File: config.mk
export PLATFORM = sky130hd
export DESIGN_NAME = bank_row_writer
export DESIGN_NICKNAME = d
export VERILOG_FILES = /design/src/rtl/bank_row_writer.sv
export SDC_FILE = /design/constraint.sdc
export NUM_CORES = 2
export LEC_CHECK = 0
export ABC_AREA = 1
export ABC_CLOCK_PERIOD_IN_PS = 32100
export BUFFER_PORTS_ARGS = -buffer_cell sky130_fd_sc_hd__buf_2
export CORE_ASPECT_RATIO = 1.5
export CORE_MARGIN = 2
export CORE_UTILIZATION = 58
export CTS_CLUSTER_SIZE = 20
export DETAILED_ROUTE_END_ITERATION = 8
export HOLD_SLACK_MARGIN = 0.03
export PLACE_DENSITY = 0.77
export SLEW_MARGIN = 20
export SYNTH_ARGS = -nofsm -noshare
export SYNTH_HDL_FRONTEND = slang
export SYNTH_SLANG_ARGS = --single-unit
File: constraint.sdc
create_clock -name clk -period 32.1 [get_ports clk]
set_clock_uncertainty 0.2 [all_clocks]
set_input_delay 6.42 -clock clk [delete_from_list [all_inputs] [get_ports clk]]
set_output_delay 6.42 -clock clk [all_outputs]
set_load 0.005 [all_outputs]
File: src/rtl/bank_row_writer.sv
// Streaming ASCII parser for the battery-bank puzzle: packs each text line into
// a BCD row (MSD first) and writes it into the bank row memory.
module bank_row_writer #(
  parameter int MAX_DIGITS = 100,
  parameter int ROWS       = 200,
  parameter int ADDR_W     = 8,
  parameter int LEN_W      = 7
) (
  input  logic                    clk,
  input  logic                    rst,
  input  logic                    in_valid,
  input  logic [7:0]              in_data,
  input  logic                    in_last,
  output logic                    in_ready,
  output logic                    wr_en,
  output logic [ADDR_W-1:0]       wr_addr,
  output logic [4*MAX_DIGITS-1:0] wr_data,
  output logic [LEN_W-1:0]        wr_len,
  output logic [ADDR_W-1:0]       row_count,
  output logic                    done,
  output logic                    err_char,
  output logic                    err_overflow,
  output logic                    err_rows
);

  localparam int DW = 4 * MAX_DIGITS;

  typedef enum logic [1:0] {RX, WRITE, DONE} state_t;

  state_t            state_q;
  logic [DW-1:0]     shift_q, shift_d;
  logic [LEN_W-1:0]  count_q, count_d;
  logic              last_q;
  logic              in_ready_q, wr_en_q, done_q;
  logic [ADDR_W-1:0] wr_addr_q, row_count_q;
  logic [DW-1:0]     wr_data_q;
  logic [LEN_W-1:0]  wr_len_q;
  logic              err_char_q, err_overflow_q, err_rows_q;

  logic accept, is_digit, is_lf, is_cr;
  logic set_char, set_ovf, go_write, go_done, row_full;

  always_comb begin
    accept   = in_valid && in_ready_q && (state_q == RX);
    is_digit = (in_data >= 8'h30) && (in_data <= 8'h39);
    is_lf    = (in_data == 8'h0A);
    is_cr    = (in_data == 8'h0D);
    shift_d  = shift_q;
    count_d  = count_q;
    set_char = 1'b0;
    set_ovf  = 1'b0;
    if (is_digit) begin
      if (int'(count_q) < MAX_DIGITS) begin
        shift_d = {shift_q[DW-5:0], in_data[3:0]};
        count_d = count_q + LEN_W'(1);
      end else begin
        set_ovf = 1'b1;
      end
    end else if (!is_lf && !is_cr) begin
      set_char = 1'b1;
    end
    // A final byte flushes any pending digits even without a closing newline.
    go_write = (is_lf && (count_q != '0)) || (in_last && (count_d != '0));
    go_done  = in_last && !go_write;
    row_full = int'(row_count_q) >= ROWS;
  end

  always_ff @(posedge clk or posedge rst) begin
    if (rst) begin
      state_q        <= RX;
      shift_q        <= '0;
      count_q        <= '0;
      last_q         <= 1'b0;
      in_ready_q     <= 1'b0;
      wr_en_q        <= 1'b0;
      wr_addr_q      <= '0;
      wr_data_q      <= '0;
      wr_len_q       <= '0;
      row_count_q    <= '0;
      done_q         <= 1'b0;
      err_char_q     <= 1'b0;
      err_overflow_q <= 1'b0;
      err_rows_q     <= 1'b0;
    end else begin
      case (state_q)
        RX: begin
          in_ready_q <= 1'b1;
          if (accept) begin
            shift_q        <= shift_d;
            count_q        <= count_d;
            err_char_q     <= err_char_q | set_char;
            err_overflow_q <= err_overflow_q | set_ovf;
            if (go_write) begin
              state_q    <= WRITE;
              in_ready_q <= 1'b0;
              last_q     <= in_last;
              // With the memory full the row is dropped but WRITE still takes its cycle.
              if (row_full) begin
                err_rows_q <= 1'b1;
              end else begin
                wr_en_q   <= 1'b1;
                wr_addr_q <= row_count_q;
                wr_data_q <= shift_d;
                wr_len_q  <= count_d;
              end
            end else if (go_done) begin
              state_q    <= DONE;
              in_ready_q <= 1'b0;
              done_q     <= 1'b1;
            end
          end
        end
        WRITE: begin
          wr_en_q <= 1'b0;
          if (wr_en_q) row_count_q <= row_count_q + ADDR_W'(1);
          shift_q <= '0;
          count_q <= '0;
          if (last_q) begin
            state_q    <= DONE;
            done_q     <= 1'b1;
            in_ready_q <= 1'b0;
          end else begin
            state_q    <= RX;
            in_ready_q <= 1'b1;
          end
        end
        DONE: begin
          in_ready_q <= 1'b0;
        end
        default: begin
          state_q <= RX;
        end
      endcase
    end
  end

  assign in_ready     = in_ready_q;
  assign wr_en        = wr_en_q;
  assign wr_addr      = wr_addr_q;
  assign wr_data      = wr_data_q;
  assign wr_len       = wr_len_q;
  assign row_count    = row_count_q;
  assign done         = done_q;
  assign err_char     = err_char_q;
  assign err_overflow = err_overflow_q;
  assign err_rows     = err_rows_q;

endmodule
==> impl_results.md <==
* Adder-Cell Fraction of Synth Area at less than 1%
* Post_cts resized at 0
* Routability Congestion at approximately 0.82
* Final-report hold violation count at 0
* Netlist cell types at 32
* Fillers at 5,044
* CP Class: in -> reg
* Slew margin rel. at between 20% and 30%
* Share of the synthesized area in the top cell type at between 50% and 60%
* HPWL Detailed at ~56,000 um
* Clock power frac at between 40% and 50%
* Largest net degree at the start of global routing at about 260
* Number of global-route vias before repair at around 28,000
* Drt drc at 0
* Clock Latency Late Sink at between 600 and 700 ps
* Number of port buffers at 440
* DR WL/cell at 17.61 um
* Area fraction in compound gates after synthesis at between 15 and 20%
* LEAKAGE at 20.32 nW
* Crit path time final at 10,990 ps
* Reg2Reg Depth at 14
* Syn_nets at just over 4,000
* Final period util at between 30% and 40%
* Worst slew pin tran at 1087 ps
* Final setup viols at 0
* Internal power at 1.599 mW
* Post-synthesis sequential element count at between 800 and 900
* Cells after Synth at ~4,100
* Root buffer cell: clkbuf_16
* Largest family of logic cells by synthesized area: simple AND/OR/NAND/NOR gates
* Layout cells sized above 1 at 13.54%
* Number of max-cap violations at 0
* F_max at about 91 MHz
* XOR/XNOR share of the synthesized area at less than 1%
* Power Dens Cells at between 40 and 50 nW/um^2
* Sw Ratio at 21.15%
* Fraction of registers with async set/reset at between 90% and 100%
* Initial core utilization at about three fifths
* Setup Fix Bufs, Post-CTS at 0
* TNS Setup at 0 ps
* Initial drt markers at ~2,400
* Flop2flop setup slack at between 20,000 and 30,000 ps
* R2R Path Start: count_q[2]
* Startpoint types: primary input
* Simple-Gate Fraction of Synth Area at 16.58%
* Via count at just under 30,000
* Post-layout util at around 67%
* Die Span X at about 210 um
* Post-synth EDFFs at 0
* Vias per cell at about 5.5
* RSZ-0062 raised after global routing: false
* Die height at roughly 300 um
* Clock Path Buffers at 3
* Fin. max-slew vios at 0
* First-pass GRT wire length at 148,600 um
* Max rail drop VDD at 0.04304 mV
* Core area at 61,110 um^2
* Clock slew at reported path FFs at 70 ps
* Gate power share at around 1.5%
* HP Start: done
* Primary FF master, synth: dfrtp_1
* Final nets at around 4,400
* CP required at 32,360 ps
* Top cells by area, synth: dfrtp_1, nand2_1, o21ai_0
* Initial antenna violation count at 1
* Antenna Violating Nets Remaining at 0
* Full die area at 63,900 um^2
* Total net switching power at 0.4290 mW
* Outcome: complete, no violations
* Seq/Total Area, Yosys at ~59%
* Global route overflow at 0
* # clock sinks at ~840
* Floorplan row count at about 110
* GRT Overall Usage at between 20 and 30%
* Hold path depth at 2
* Mapped Area at roughly 36,000 um^2
* IO Pins at approximately 440
* Drt total wl at 92,660 um
* Area Growth Syn to Fin at 13.38%
* Critical R2R Capture: wr_data[267]
* Max FO, Critical Path at approximately 150
* Sequential Power Share at 52.1%
* WHS Endpoint: done
* Mux cell area share after synthesis at 0%
* CTS H-tree lvls at 3
* YS warnings at 0
* Tightest Hold Check Type: reg -> reg
* Cts hold-fix bufs at 0
* Syn_area_per_cell at approximately 8.7 um^2
* TritonRoute pass-1 iters at 5
* TritonCTS Buffers at 77
* Critical path arrival at 11,260 ps
* CP endpoint kind: flop
* CTS tree: built
* Leading area contributor after synthesis: dfrtp_1
-- worst max-delay path: stages --
cell and delay (ps):
buf_2 120, o21ai_1 290, nand3_4 620, inv_8 850
nand2_1 150, nand2_2 110, nand2_1 60, nor2_1 130
nand2_2 110, nand3_4 480, buf_4 730, buf_4 850
o21ai_0 220
-- logic make-up (layout without fill, tap and decap cells) --
kind of cell | Yosys count | in the layout
AOI/OAI and AO/OA | 981 | 981
adders and majority gates | 8 | 8
and+or+nand+nor | 1570 | 1570
xor gates and xnor gates | 7 | 7
buffers and inverters | 733 | 1064
other | 0 | 1
DFF | 839 | 839
-- metrics by stage --
step	area, um^2	setup slack, ps	std cells	hold WS (ps)	power [mW]
finish	40680	21110	5261	262.3	2.028
global route	40670	20560	5260	294.4	2.087
CTS	40650	21030	5259	269.8	2.041
detailed placement	38060	20390	5118	253.1	1.108
global placement	38060	20580	5118	245.7	1.108
floorplan	35880	1909	4138	256.8	1.100
-- placed cells by master (no fill, tap or decap), drive strengths merged --
cell         n
a21boi       1
a21oi        3
a31o         1
a32o       127
and3         1
buf        471
bufinv       3
clkbuf     127
clkinv       7
clkinvlp     1
dfrtp      839
diode        1
ha           8
inv        455
nand2     1519
nand3       22
nand4        1
nor2        25
nor3         1
nor4         1
o21a         1
o21ai      697
o21bai       1
o22ai      148
o31ai        2
xnor2        1
xor2         6
-- metal layers --
| metal | global-route usage [%] | up-vias | wire length (um) |
|---|---|---|---|
| met5 | 0 | - | 0 |
| met4 | 12.26 | 0 | 3783 |
| met3 | 4.944 | 164 | 5930 |
| met2 | 46.61 | 920 | 44890 |
| met1 | 38.46 | 14140 | 38060 |
| li1 | - | 13860 | - |
-- cell usage after synthesis, types with 9 or more instances --
| library cell | count |
|---|---|
| a32o_1 | 127 |
| buf_1 | 9 |
| buf_2 | 79 |
| buf_4 | 9 |
| buf_8 | 11 |
| clkbuf_1 | 171 |
| dfrtp_1 | 839 |
| inv_1 | 447 |
| nand2_1 | 1516 |
| nand3_1 | 20 |
| nor2_1 | 24 |
| o21ai_0 | 695 |
| o22ai_1 | 148 |
-- flip-flops by register name (all words and copies together), names as in the netlist, 2 cells and up --
name       count
shift_q      400
wr_addr        8
state_q        2
wr_len         7
count_q        7
wr_data      400
row_count      8
-- how the worst max path moves through the flow --
stage	from	end
floorplan	rst	count_q[0]
global placement	in_data[7]	wr_data[271]
detailed placement	in_data[2]	wr_data[286]
CTS	in_data[2]	wr_data[267]
global route	in_data[7]	wr_data[271]
finish	in_data[2]	wr_data[267]
-- power groups by stage --
stage | clock network (mW) | logic, mW | registers, mW
finish | 0.941 | 0.0296 | 1.06
global route | 0.996 | 0.0350 | 1.06
CTS | 0.953 | 0.0311 | 1.06
detailed placement | 0 | 0.0311 | 1.08
global placement | 0 | 0.0310 | 1.08
floorplan | 0 | 0.0214 | 1.08
-- layout make-up --
type / instances / area (um^2) / share of cell area [%]
Clock buffer: 127 / 2419 / 5.946
Timing Repair Buffer: 471 / 2480 / 6.097
Clock inverter: 14 / 170.2 / 0.4183
Tap cell: 791 / 989.7 / 2.433
Antenna cell: 1 / 2.502 / 0.006152
Sequential cell: 839 / 21000 / 51.62
Inverter: 452 / 1724 / 4.239
Multi-Input combinational cell: 2566 / 11900 / 29.24
(Power assumes the default switching activity.)
